### src/rtl/ahb_to_apb_bridge_if.sv
// ahb_to_apb_bridge_if: AHB-Lite slave-side and APB4 master-side signals of the bridge.
// The slave modport is the bridge's view; the master modport is the surrounding system
// (AHB master/decoder plus the APB peripheral).
interface ahb_to_apb_bridge_if #(
    parameter int ADDR_WIDTH = 16
);
    // AHB-Lite side
    logic                  HSEL;
    logic [31:0]           HADDR;
    logic [1:0]            HTRANS;
    logic                  HWRITE;
    logic [2:0]            HSIZE;
    logic [3:0]            HPROT;
    logic [31:0]           HWDATA;
    logic                  HREADY;
    logic                  HREADYOUT;
    logic [31:0]           HRDATA;
    logic                  HRESP;
    // APB4 side
    logic [ADDR_WIDTH-1:0] PADDR;
    logic                  PSEL;
    logic                  PENABLE;
    logic                  PWRITE;
    logic [31:0]           PWDATA;
    logic [3:0]            PSTRB;
    logic [2:0]            PPROT;
    logic [31:0]           PRDATA;
    logic                  PREADY;
    logic                  PSLVERR;

    modport slave (
        input  HSEL, HADDR, HTRANS, HWRITE, HSIZE, HPROT, HWDATA, HREADY,
        input  PRDATA, PREADY, PSLVERR,
        output HREADYOUT, HRDATA, HRESP,
        output PADDR, PSEL, PENABLE, PWRITE, PWDATA, PSTRB, PPROT
    );

    modport master (
        output HSEL, HADDR, HTRANS, HWRITE, HSIZE, HPROT, HWDATA, HREADY,
        output PRDATA, PREADY, PSLVERR,
        input  HREADYOUT, HRDATA, HRESP,
        input  PADDR, PSEL, PENABLE, PWRITE, PWDATA, PSTRB, PPROT
    );
endinterface

### src/rtl/ahb_to_apb_bridge.sv
// ahb_to_apb_bridge: AHB-Lite slave converting each accepted transfer into one APB4 access.
// Optional feature macro: APB_TIMEOUT_EN -- bounds the ACCESS-phase wait to TIMEOUT_CYCLES
// cycles and turns an expired wait into an AHB ERROR response.
// All outputs except PWDATA are registered; PWDATA is HWDATA passed straight through.
module ahb_to_apb_bridge #(
    parameter int ADDR_WIDTH = 16
`ifdef APB_TIMEOUT_EN
    , parameter int TIMEOUT_CYCLES = 255
`endif
) (
    input logic                HCLK,
    input logic                HRESET,
    ahb_to_apb_bridge_if.slave bus
);
    typedef enum logic [2:0] {
        IDLE,
        SETUP,
        ACCESS,
        ERR1,
        ERR2
    } state_t;

    state_t     state;
    state_t     state_next;
    logic       accept;
    logic       illegal;
    logic       timeout;
    logic [3:0] strb;
    logic       psel_next;
    logic       penable_next;
    logic       hreadyout_next;
    logic       hresp_next;
    logic       unused_bits;

    assign unused_bits = &{1'b0, bus.HTRANS[0], bus.HPROT[3:2], bus.HADDR};

    assign bus.PWDATA = bus.HWDATA;

    assign accept = bus.HSEL & bus.HTRANS[1] & bus.HREADY &
                    ((state == IDLE) | (state == ERR2));

    // Decode size/alignment into an illegal flag and the write byte strobes.
    always_comb begin
        illegal = 1'b0;
        strb    = '0;
        case (bus.HSIZE)
            3'd0: strb = 4'b0001 << bus.HADDR[1:0];
            3'd1: begin
                strb    = bus.HADDR[1] ? 4'b1100 : 4'b0011;
                illegal = bus.HADDR[0];
            end
            3'd2: begin
                strb    = '1;
                illegal = |bus.HADDR[1:0];
            end
            default: illegal = 1'b1;
        endcase
    end

`ifdef APB_TIMEOUT_EN
    logic [7:0] wait_cnt;

    // Count ACCESS cycles spent waiting on PREADY; restart for every new APB access.
    always_ff @(posedge HCLK) begin
        if (HRESET) begin
            wait_cnt <= '0;
        end else if (state_next == SETUP) begin
            wait_cnt <= '0;
        end else if ((state == ACCESS) && !bus.PREADY) begin
            wait_cnt <= wait_cnt + 8'd1;
        end
    end

    // The cycle that would bring the count to TIMEOUT_CYCLES is the last one waited.
    assign timeout = (wait_cnt == 8'(TIMEOUT_CYCLES - 1));
`else
    assign timeout = 1'b0;
`endif

    // State register; bus control outputs are registered alongside it from the next state.
    always_ff @(posedge HCLK) begin
        if (HRESET) begin
            state         <= IDLE;
            bus.PSEL      <= 1'b0;
            bus.PENABLE   <= 1'b0;
            bus.HREADYOUT <= 1'b1;
            bus.HRESP     <= 1'b0;
        end else begin
            state         <= state_next;
            bus.PSEL      <= psel_next;
            bus.PENABLE   <= penable_next;
            bus.HREADYOUT <= hreadyout_next;
            bus.HRESP     <= hresp_next;
        end
    end

    // Next-state logic; ERR2 behaves like IDLE for accepting the next transfer.
    always_comb begin
        state_next = state;
        case (state)
            IDLE, ERR2: begin
                if (accept) begin
                    state_next = illegal ? ERR1 : SETUP;
                end else begin
                    state_next = IDLE;
                end
            end
            SETUP: state_next = ACCESS;
            ACCESS: begin
                if (bus.PREADY) begin
                    state_next = bus.PSLVERR ? ERR1 : IDLE;
                end else if (timeout) begin
                    state_next = ERR1;
                end
            end
            ERR1:    state_next = ERR2;
            default: state_next = IDLE;
        endcase
    end

    // Output decode of the next state, so the registered outputs line up with the state.
    always_comb begin
        psel_next      = 1'b0;
        penable_next   = 1'b0;
        hreadyout_next = 1'b1;
        hresp_next     = 1'b0;
        case (state_next)
            SETUP: begin
                psel_next      = 1'b1;
                hreadyout_next = 1'b0;
            end
            ACCESS: begin
                psel_next      = 1'b1;
                penable_next   = 1'b1;
                hreadyout_next = 1'b0;
            end
            ERR1: begin
                hresp_next     = 1'b1;
                hreadyout_next = 1'b0;
            end
            ERR2: hresp_next = 1'b1;
            default: ;
        endcase
    end

    // Capture APB address/control on a legal accept; latch read data on a clean read completion.
    always_ff @(posedge HCLK) begin
        if (HRESET) begin
            bus.PADDR  <= '0;
            bus.PWRITE <= 1'b0;
            bus.PSTRB  <= '0;
            bus.PPROT  <= '0;
            bus.HRDATA <= '0;
        end else begin
            if (accept && !illegal) begin
                bus.PADDR  <= bus.HADDR[ADDR_WIDTH-1:0];
                bus.PWRITE <= bus.HWRITE;
                bus.PSTRB  <= bus.HWRITE ? strb : 4'b0000;
                bus.PPROT  <= {~bus.HPROT[0], 1'b0, bus.HPROT[1]};
            end
            if ((state == ACCESS) && bus.PREADY && !bus.PSLVERR && !bus.PWRITE) begin
                bus.HRDATA <= bus.PRDATA;
            end
        end
    end
endmodule
### src/flat_wrapper.sv
// flat-port wrapper written by rule: the top's interface ports become plain ports
module ahb_to_apb_bridge_flat 
#(
    parameter int ADDR_WIDTH = 16

)
  (HCLK, HRESET, bus_HSEL, bus_HADDR, bus_HTRANS, bus_HWRITE, bus_HSIZE, bus_HPROT, bus_HWDATA, bus_HREADY, bus_PRDATA, bus_PREADY, bus_PSLVERR, bus_HREADYOUT, bus_HRDATA, bus_HRESP, bus_PADDR, bus_PSEL, bus_PENABLE, bus_PWRITE, bus_PWDATA, bus_PSTRB, bus_PPROT);
  ahb_to_apb_bridge_if #(.ADDR_WIDTH(ADDR_WIDTH)) bus_i ();
  input logic HCLK;
  input logic HRESET;
  input wire logic [$bits(bus_i.HSEL)-1:0] bus_HSEL;
  input wire logic [$bits(bus_i.HADDR)-1:0] bus_HADDR;
  input wire logic [$bits(bus_i.HTRANS)-1:0] bus_HTRANS;
  input wire logic [$bits(bus_i.HWRITE)-1:0] bus_HWRITE;
  input wire logic [$bits(bus_i.HSIZE)-1:0] bus_HSIZE;
  input wire logic [$bits(bus_i.HPROT)-1:0] bus_HPROT;
  input wire logic [$bits(bus_i.HWDATA)-1:0] bus_HWDATA;
  input wire logic [$bits(bus_i.HREADY)-1:0] bus_HREADY;
  input wire logic [$bits(bus_i.PRDATA)-1:0] bus_PRDATA;
  input wire logic [$bits(bus_i.PREADY)-1:0] bus_PREADY;
  input wire logic [$bits(bus_i.PSLVERR)-1:0] bus_PSLVERR;
  output wire logic [$bits(bus_i.HREADYOUT)-1:0] bus_HREADYOUT;
  output wire logic [$bits(bus_i.HRDATA)-1:0] bus_HRDATA;
  output wire logic [$bits(bus_i.HRESP)-1:0] bus_HRESP;
  output wire logic [$bits(bus_i.PADDR)-1:0] bus_PADDR;
  output wire logic [$bits(bus_i.PSEL)-1:0] bus_PSEL;
  output wire logic [$bits(bus_i.PENABLE)-1:0] bus_PENABLE;
  output wire logic [$bits(bus_i.PWRITE)-1:0] bus_PWRITE;
  output wire logic [$bits(bus_i.PWDATA)-1:0] bus_PWDATA;
  output wire logic [$bits(bus_i.PSTRB)-1:0] bus_PSTRB;
  output wire logic [$bits(bus_i.PPROT)-1:0] bus_PPROT;
  assign bus_i.HSEL = bus_HSEL;
  assign bus_i.HADDR = bus_HADDR;
  assign bus_i.HTRANS = bus_HTRANS;
  assign bus_i.HWRITE = bus_HWRITE;
  assign bus_i.HSIZE = bus_HSIZE;
  assign bus_i.HPROT = bus_HPROT;
  assign bus_i.HWDATA = bus_HWDATA;
  assign bus_i.HREADY = bus_HREADY;
  assign bus_i.PRDATA = bus_PRDATA;
  assign bus_i.PREADY = bus_PREADY;
  assign bus_i.PSLVERR = bus_PSLVERR;
  assign bus_HREADYOUT = bus_i.HREADYOUT;
  assign bus_HRDATA = bus_i.HRDATA;
  assign bus_HRESP = bus_i.HRESP;
  assign bus_PADDR = bus_i.PADDR;
  assign bus_PSEL = bus_i.PSEL;
  assign bus_PENABLE = bus_i.PENABLE;
  assign bus_PWRITE = bus_i.PWRITE;
  assign bus_PWDATA = bus_i.PWDATA;
  assign bus_PSTRB = bus_i.PSTRB;
  assign bus_PPROT = bus_i.PPROT;
  ahb_to_apb_bridge #(.ADDR_WIDTH(ADDR_WIDTH)) u_core (.HCLK(HCLK), .HRESET(HRESET), .bus(bus_i));
endmodule
### config.mk
export PLATFORM = sky130hd
export DESIGN_NAME = ahb_to_apb_bridge_flat
export DESIGN_NICKNAME = d
export VERILOG_FILES = /design/src/rtl/ahb_to_apb_bridge_if.sv /design/src/rtl/ahb_to_apb_bridge.sv /design/src/flat_wrapper.sv
export SDC_FILE = /design/constraint.sdc
export NUM_CORES = 1
export LEC_CHECK = 0
export BUFFER_PORTS_ARGS = -buffer_cell sky130_fd_sc_hd__buf_4
export CORE_MARGIN = 4
export CORE_UTILIZATION = 40
export DETAILED_ROUTE_END_ITERATION = 10
export GPL_ROUTABILITY_DRIVEN = 0
export PLACE_DENSITY = 0.92
export SLEW_MARGIN = 40
export SYNTH_ARGS = -nofsm -noshare
export SYNTH_HDL_FRONTEND = slang
export SYNTH_SLANG_ARGS = --single-unit
### constraint.sdc
create_clock -name HCLK -period 2 [get_ports HCLK]
set_input_delay 0.3 -clock HCLK [delete_from_list [all_inputs] [get_ports HCLK]]
set_output_delay 0.3 -clock HCLK [all_outputs]
set_load 0.01 [all_outputs]
## After elaboration in Yosys (flattened, before gate mapping)

Cells that the tools add are included.

| cells by class | value |
|---|---|
| bitwise gates (word level) | 5 |
| eq/ne operators | 10 |
| shift operators | 1 |
| reductions and logical operators | 14 |
| mux-type cells | 13 |

Operators by type and width:

| kind | number |
|---|---|
| $eq A3 B2 Y1 const B | 5 |
| $pmux W3 S4 | 1 |
| $pmux W4 S3 | 1 |
| $eq A3 B1 Y1 const B | 3 |
| $mux W4 | 2 |
| $reduce_or A2 Y1 | 4 |
| $eq A3 B3 Y1 const B | 2 |
| $logic_not A3 Y1 | 2 |
| $mux W3 | 2 |
| $logic_and A1 B1 Y1 | 4 |
| $mux W1 | 4 |
| $mux W2 | 2 |
| $shl A1 B2 Y4 const A | 1 |
| $and A1 B1 Y1 | 3 |
| $logic_not A1 Y1 | 3 |
| $pmux W1 S3 | 1 |
| $reduce_or A3 Y1 | 1 |
| $not A1 Y1 | 1 |
| $or A1 B1 Y1 | 1 |

| word-level totals | value |
|---|---|
| output and inout bits | 92 |
| flip-flop bits (word level) | 62 |
| input port bits | 112 |

## Longest topological paths before layout

Gate-level depths: netlist (run 1).

| logic depth | value |
|---|---|
| depth in word-level cells | 8 |
| depth in mapped cells | 6 |

## Worst setup path before layout (run 1)

OpenSTA, ideal clock, no wires.

| timing path | value |
|---|---|
| path type | input -> register |
| start | input bus_HADDR[0] |
| end | register u_core.bus.PPROT[2] |
| setup time | 121 ps |
| slack | 600 ps |
| stages | 5 |
| data arrival time | 1,280 ps |
| data required time | 1,879 ps |
| path through | nor3_2 -> o21bai_2 -> nor3_1 -> buf_4 -> mux2_2 |

| between the ends | value |
|---|---|
| word-level cells in the longest chain between the ends | 4 |

Ends and longest elaborated chain:

| item | line | text |
|---|---|---|
| start: declaration | flat_wrapper.sv:12 | `input wire logic [$bits(bus_i.HADDR)-1:0] bus_HADDR;` |
| $reduce_or A2 Y1 | ahb_to_apb_bridge.sv:54 | `illegal = \|bus.HADDR[1:0];` |
| $pmux W1 S3 * | ahb_to_apb_bridge.sv:46 | `case (bus.HSIZE)` |
| $logic_not A1 Y1 * | ahb_to_apb_bridge.sv:155 | `if (accept && !illegal) begin` |
| $logic_and A1 B1 Y1 * | ahb_to_apb_bridge.sv:155 |  |
| end signal: assignment | ahb_to_apb_bridge.sv:159 | `bus.PPROT <= {~bus.HPROT[0], 1'b0, bus.HPROT[1]};` |
| end: declaration | ahb_to_apb_bridge_if.sv:35 | `output PADDR, PSEL, PENABLE, PWRITE, PWDATA, PSTRB, PPROT` |

Every way passes the cells marked *; elsewhere a longest branch is shown, timed or not.
A chain may end at the register's enable or synchronous reset.

## Worst setup path in the final report (run 1)

| timing path | value |
|---|---|
| start | register u_core.state[0] |
| end | register u_core.bus.HRDATA[7] |

| between the ends | value |
|---|---|
| word-level cells in the longest chain between the ends | 4 |

Ends and longest elaborated chain:

| item | line | text |
|---|---|---|
| start: declaration | ahb_to_apb_bridge.sv:23 | `state_t state;` |
| start signal: assignment | ahb_to_apb_bridge.sv:89 | `state <= state_next;` |
| $eq A3 B2 Y1 | ahb_to_apb_bridge.sv:161 | `if ((state == ACCESS) && bus.PREADY && !bus.PSLVERR && !bus.PWRITE) begin` |
| $logic_and A1 B1 Y1 (3 in a row) | ahb_to_apb_bridge.sv:161 |  |
| end signal: assignment | ahb_to_apb_bridge.sv:162 | `bus.HRDATA <= bus.PRDATA;` |
| end: declaration | ahb_to_apb_bridge_if.sv:34 | `output HREADYOUT, HRDATA, HRESP,` |

No other way between the ends.

==> results.toml, run 1 <==
[global_route]
grt_overflow = 0
grt_pass1_wl_um = 10820
grt_max_degree = 43
first_global_vias = 2315
antenna_found_initial = 0
grt.total_usage_pct = 15.94

[min_path]
hold_path.class = "in -> reg"
holdCritStartpoint = "bus_PRDATA[3]"

[pwr]
internal_power_mw = 1.968
p_clk_share_pct = 40.1
switchingPower_uw = 566.7
p_comb_share_pct = 9.8
p_leak_nw = 1.547
power_density_mw_per_mm2 = 700.9
power_frac_seq_pct = 50.1
switching_share_pct = 22.36
vdd_drop_max_mv = 0.3049

[final_layout]
drive_above_1_share_pct = 35.80
fin_area_mm2 = 0.003616
n_antenna_cell = 0
fillCellCount = 600
syn2layout_area_growth_pct = 31.36
nNetsFinal = 512
fin_cells = 482

[synthesis]
synthTopCellsByArea = "dfxtp_1 45%, nand2b_1 9.3%, buf_4 9.3%"
yosysSeqAreaShare_pct = 45.09
synth.top_cell.area_share_pct = 45.09
synth_top_family_by_area = "simple AND/OR/NAND/NOR gates"
synth_compound_area_share_pct = 10.45
synth_mux_area_share_pct = 8.409
synth_edf_count = 0
synthArstFlopShare_pct = 0
synth_ff_type = "dfxtp_1"
synth.distinct_cells = 33
synthesis.nets = 427
synth_simple_gate_area_share_pct = 22.27
yosys.area_share.xor_xnor_pct = 0
synth_area_leader_cell = "dfxtp_1"
netlist_instances = 315
mappedNetlistArea_mm2 = 0.002753
yosysWarnings = 0
avgSynthCellArea_um2 = 8.739
synth-seq-cells = 62
synth-adder-area-share_pct = 0

[clock_tree]
cts_setup_buffers = 0
cts_hold_buf = 0
clkTransAtPathRegs_ns = 0.07
insertion_delay_ns = 0.32
cts_tree = "yes"
post_cts_resized = 0
cts-buffers-inserted = 9
root_buffer = "clkbuf_8"
clock_sinks = 62
clock_path_buffers = 2
h-tree-depth = 3

[detailed_routing]
totalWireLength_um = 6651
drt_iter0_markers = 85
postRouteAntennaNets = 0
drc = 0
vias = 2336
dr.pass1.iters = 4
wl_per_cell_um = 13.80
viasPerCell = 4.846

[sta]
timing.final.max_slew_violations = 0
rsz0062_at_grt = "false"
fmax_mhz = 629.6
setup_viol = 0
worst_hold_slack_ns = 0.2139
finalClockSkew_ns = 0.007081
finalSetupTns_ns = 0
finalHoldViolations = 0
setup_ws_ns = 0.4118
period_minus_slack_ns = 1.588
fin_crit_sh_pct = 79.41

[critical_path]
cp_top_family = "simple AND/OR/NAND/NOR gates"
r2r_slack_ns = 0.41
cp_data_arrival_time_ns = 1.78
crit_type = "reg -> reg"
critPathSlowestCell = "dfxtp_1"
critPathLaunch = "u_core.state[0]"
r2r_end = "u_core.bus.HRDATA[7]"
critical_path_required_ns = 2.19
cp-end-kind = "flip-flop"
critical_path.max_fanout = 32
rr_startpoint = "u_core.state[0]"
cp_num_cells = 5
max_stage_delay_ns = 0.37
cp_cell_sequence = "nand4bb_1 -> or3_1 -> buf_4 -> nand2_1 -> a21oi_1"
path_buf_inv = 1
reg2regPathDepth = 5
cp-endpoint = "u_core.bus.HRDATA[7]"
worstSetupStartpointType = "flip-flop"

[flow_run]
drv_cap = 0

[run_status]
status = "completed"

[floorplan]
core_mm2 = 0.006531
io_pins = 204
die-area_mm2 = 0.008273
dieWidth_um = 90.96
chipHeight_um = 90.96
num_rows = 29
start_util_pct = 42.15

[place]
place_inst = 466
pre_cts_slack_ns = 0.3246
port_buffers = 119
post_dp_cell_area_mm2 = 0.003435
place_hpwl_um = 5122
## cell type report
type,count,area [um^2],area share [%]
sequential,62,1241,34.33
multi-input combinational,199,1147,31.73
timing repair buffer,125,938.4,25.95
clock buffer,11,131.4,3.633
tap,77,96.34,2.664
clock inverter,5,50.05,1.384
inverter,3,11.26,0.3114
## kinds of logic after synthesis
kind of cell	after synthesis
other	1
flip-flops	62
buffers and inverters	54
AO/OA/AOI/OAI	51
AND/OR/NAND/NOR	124
multiplexers	23
## synthesized netlist by cell type (all sizes together) (2+ instances only)
master / count
buf: 44
nor3: 3
a211oi: 2
clkbuf: 7
nor2: 5
a21oi: 36
nor2b: 4
dfxtp: 62
inv: 3
mux2i: 22
nand2b: 41
o21ai: 5
nand2: 66
## power by group through the flow
stage / sequential (mW) / combinational [mW] / clock, mW
after floorplan: 1.30 / 0.165 / 0
after global placement: 1.30 / 0.243 / 0
after detailed placement: 1.30 / 0.250 / 0
after CTS: 1.27 / 0.251 / 1.06
after global routing: 1.27 / 0.272 / 1.12
final: 1.27 / 0.249 / 1.02
## through the flow
step / utilization [%] / power [mW]
2_1_floorplan: - / 1.469
3_3_place_gp: 52.59 / 1.538
3_5_place_dp: 52.59 / 1.547
4_1_cts: 55.36 / 2.580
5_1_grt: 55.36 / 2.666
6_report: 55.36 / 2.535
## worst min-delay path by stage
stage	endpoint	slack, ns	depth (start not counted)
after floorplan	u_core.bus.HRDATA[0]	0.44	2
after global placement	u_core.bus.HRDATA[28]	0.44	2
after detailed placement	u_core.bus.HRDATA[0]	0.45	2
after CTS	u_core.bus.HRDATA[0]	0.20	3
after global routing	u_core.bus.HRDATA[0]	0.20	3
final	u_core.bus.HRDATA[3]	0.21	3
## layer usage
layer	vias up	routed length (um)	part of all wire, %	track usage [%]
met5	-	0	0	0
met4	0	157	2.4	7.915
met3	19	605	9.1	5.620
met2	94	3241	49	26.79
met1	1066	2646	40	17.92
li1	1157	-	-	-
## registers in the layout (all words and copies together) (netlist names)
name / count
u_core.bus.HRDATA: 32
u_core.bus.PWRITE: 1
u_core.bus.PENABLE: 1
u_core.bus.PSTRB: 4
u_core.bus.HREADYOUT: 1
u_core.bus.PSEL: 1
u_core.bus.PADDR: 16
u_core.bus.HRESP: 1
u_core.state: 3
u_core.bus.PPROT: 2
## worst register-to-register path, cell delays in order, from the launching register on
cell       delay [ns]
dfxtp_1          0.37
nand4bb_1        0.30
or3_1            0.35
buf_4            0.24
nand2_1          0.13
a21oi_1          0.07
## placed cells by master (no fill, tap or decap), types with 2 or more instances in the layout
cell / count
nor2_1: 5
a21oi_1: 36
nand2b_1: 41
nor3_2: 2
clkbuf_8: 9
nand2_1: 66
nor2b_1: 4
o21ai_0: 5
clkbuf_1: 2
clkinv_2: 4
inv_1: 3
buf_4: 125
mux2i_1: 22
dfxtp_1: 62
a211oi_1: 2
No activity file was read; power rests on OpenSTA's default activity.
==> run 2, diff against run 1 <==
- ABC_AREA: default -> 1
- CORE_UTILIZATION: 40 -> 41
- PLACE_DENSITY: 0.92 -> 0.93
- clock period: 2 -> 1.52 ns (I/O delays scaled with it)
==> results.toml, run 2 <==
[final_layout]
reg.largest.list = "u_core.bus.HRDATA x32, u_core.bus.PADDR x16, u_core.bus.PSTRB x4"
largest_reg_flops = 32
nNetsFinal = 562
most-common-layout-cells = "131 x buf_4, 73 x nand2_1, 62 x dfxtp_1"
drive_above_1_share_pct = 36.56
layout_commonest_cell = "buf_4"
fillCellCount = 580
syn2layout_area_growth_pct = 34.33
fin_util_pct = 58.20
n_antenna_cell = 0
regMostFlops = "u_core.bus.HRDATA"

[pwr]
p_clk_share_pct = 43.2
vdd_drop_max_mv = 0.5974
power_frac_seq_pct = 45.4
internal_power_mw = 2.859
switchingPower_uw = 822.6
power_mw = 3.682
p_leak_nw = 1.665
switching_share_pct = 22.34
power_density_mw_per_mm2 = 974.0
p_comb_share_pct = 11.4

[clock_tree]
cts_hold_buf = 0
cts_tree = "yes"
insertion_delay_ns = 0.32
h-tree-depth = 3
post_cts_resized = 0
cts-buffers-inserted = 9
root_buffer = "clkbuf_8"
clkTransAtPathRegs_ns = 0.07
clock_path_buffers = 2
clock_sinks = 62

[sta]
rsz0062_at_grt = "false"
finalSetupTns_ns = 0
fmax_mhz = 733.6
fin_crit_sh_pct = 89.68
worst_hold_slack_ns = 0.1803
finalHoldViolations = 0
period_minus_slack_ns = 1.363
timing.final.max_slew_violations = 0
finalClockSkew_ns = 0.006329
setup_viol = 0

[detailed_routing]
drc = 0
viasPerCell = 5.034
totalWireLength_um = 7258
wl_per_cell_um = 13.67
postRouteAntennaNets = 0
drt_iter0_markers = 65
vias = 2673
dr.pass1.iters = 5

[synthesis]
synthesis.nets = 474
post-synth-top-count-cell = "nand2_1"
synthArstFlopShare_pct = 0
synth-seq-cells = 62
synth_area_leader_cell = "dfxtp_1"
yosysWarnings = 0
mappedNetlistArea_mm2 = 0.002814
synth_common_cells = "73 x nand2_1, 62 x dfxtp_1, 53 x a21oi_1"
synthTopCellsByArea = "dfxtp_1 44%, nand2_1 9.7%, buf_4 9.6%"
synth.distinct_cells = 25
synth.top_cell.area_share_pct = 44.11
synth_ff_type = "dfxtp_1"
yosysSeqAreaShare_pct = 44.11
synth_edf_count = 0
avgSynthCellArea_um2 = 7.773
netlist_instances = 362

[floorplan]
io_pins = 204
start_util_pct = 43.32
dieWidth_um = 90.85
num_rows = 29
core_mm2 = 0.006495
die-area_mm2 = 0.008253
chipHeight_um = 90.85

[min_path]
hold_path.class = "in -> reg"

[global_route]
first_global_vias = 2605
grt_overflow = 0
grt.total_usage_pct = 16.67
antenna_found_initial = 0
grt_max_degree = 37
grt_pass1_wl_um = 11450

[critical_path]
cp-end-kind = "flip-flop"
crit_type = "reg -> reg"
cp_data_arrival_time_ns = 1.61
critical_path.max_fanout = 18
worstSetupStartpointType = "flip-flop"
critical_path_required_ns = 1.76

[flow_run]
drv_cap = 0

[place]
place_hpwl_um = 5460
port_buffers = 119

[run_status]
status = "completed"
## run 2: changes by cell type after synthesis, moves of 5 or more
cell | previous run | this run
buf_2 | 5 | 10
nor2_1 | 5 | 19
a21oi_1 | 36 | 53
nand2b_1 | 41 | 0
inv_1 | 3 | 13
mux2i_1 | 22 | 0
nand3_1 | 0 | 43
nand4_1 | 0 | 18
nand2_1 | 66 | 73
## run 2: area by class of cell
| type | count | area (um^2) | share of cell area, % |
|---|---|---|---|
| inverters | 16 | 60.06 | 1.589 |
| clock buffers | 11 | 151.4 | 4.005 |
| multi-input cells | 228 | 1137 | 30.09 |
| clock inverters | 4 | 70.07 | 1.854 |
| well taps | 77 | 96.34 | 2.549 |
| flip-flops and latches | 62 | 1241 | 32.84 |
| repair buffers | 133 | 1023 | 27.08 |
## run 2: layer usage
metal  part of all wire [%]  global-route usage, %  up-vias  routed length (um)
met5                      0                      0        -                   0
met4                    1.5                  8.040        0                 107
met3                     10                  6.583       12                 756
met2                     50                  29.22      126                3620
met1                     38                  17.31     1193                2773
li1                       -                      -     1342                   -
## run 2: worst paths after layout
check	start	to	slack [ns]	cells after the start
max	u_core.state[0]	u_core.bus.PADDR[0]	0.16	6
min	bus_PRDATA[0]	u_core.bus.HRDATA[0]	0.18	3
max reg2reg	u_core.state[0]	u_core.bus.PADDR[0]	0.16	6
min reg2reg	u_core.bus.HRDATA[18]	u_core.bus.HRDATA[18]	0.46	2
## run 2: critical path: stages, from the launching register on
cell and delay, ns:
dfxtp_1 0.34, inv_2 0.08, nand2_1 0.09, nor2_4 0.22, buf_4 0.26, nand4_1 0.11, a21oi_1 0.17
## run 2: kinds of logic after synthesis
kind of cell	synth area share [%]
buffers and inverters	16.05
AND/OR/NAND/NOR	29.92
AO/OA/AOI/OAI	9.782
flip-flops	44.11
other	0.1333
## run 2: through the flow
step                cell area (um^2)  cells  setup slack (ns)
detailed placement              3541    514           0.08175
global route                    3780    531           0.01336
floorplan                       2814    362            0.3094
finish                          3780    531            0.1568
CTS                             3762    529            0.1190
global placement                3541    514            0.1344
## run 2: power by group through the flow
| stage | registers (mW) | clock network, mW | logic [mW] |
|---|---|---|---|
| after floorplan | 1.72 | 0 | 0.277 |
| after global routing | 1.67 | 1.71 | 0.461 |
| after CTS | 1.67 | 1.64 | 0.420 |
| final | 1.67 | 1.59 | 0.421 |
| after detailed placement | 1.71 | 0 | 0.419 |
| after global placement | 1.71 | 0 | 0.408 |
## run 2: repair_timing
item / 4_1_cts / 5_1_grt
setup buffers: 0 / 1
hold endpoints to repair: 0 / 0
endpoints found under the setup margin: 0 / 5
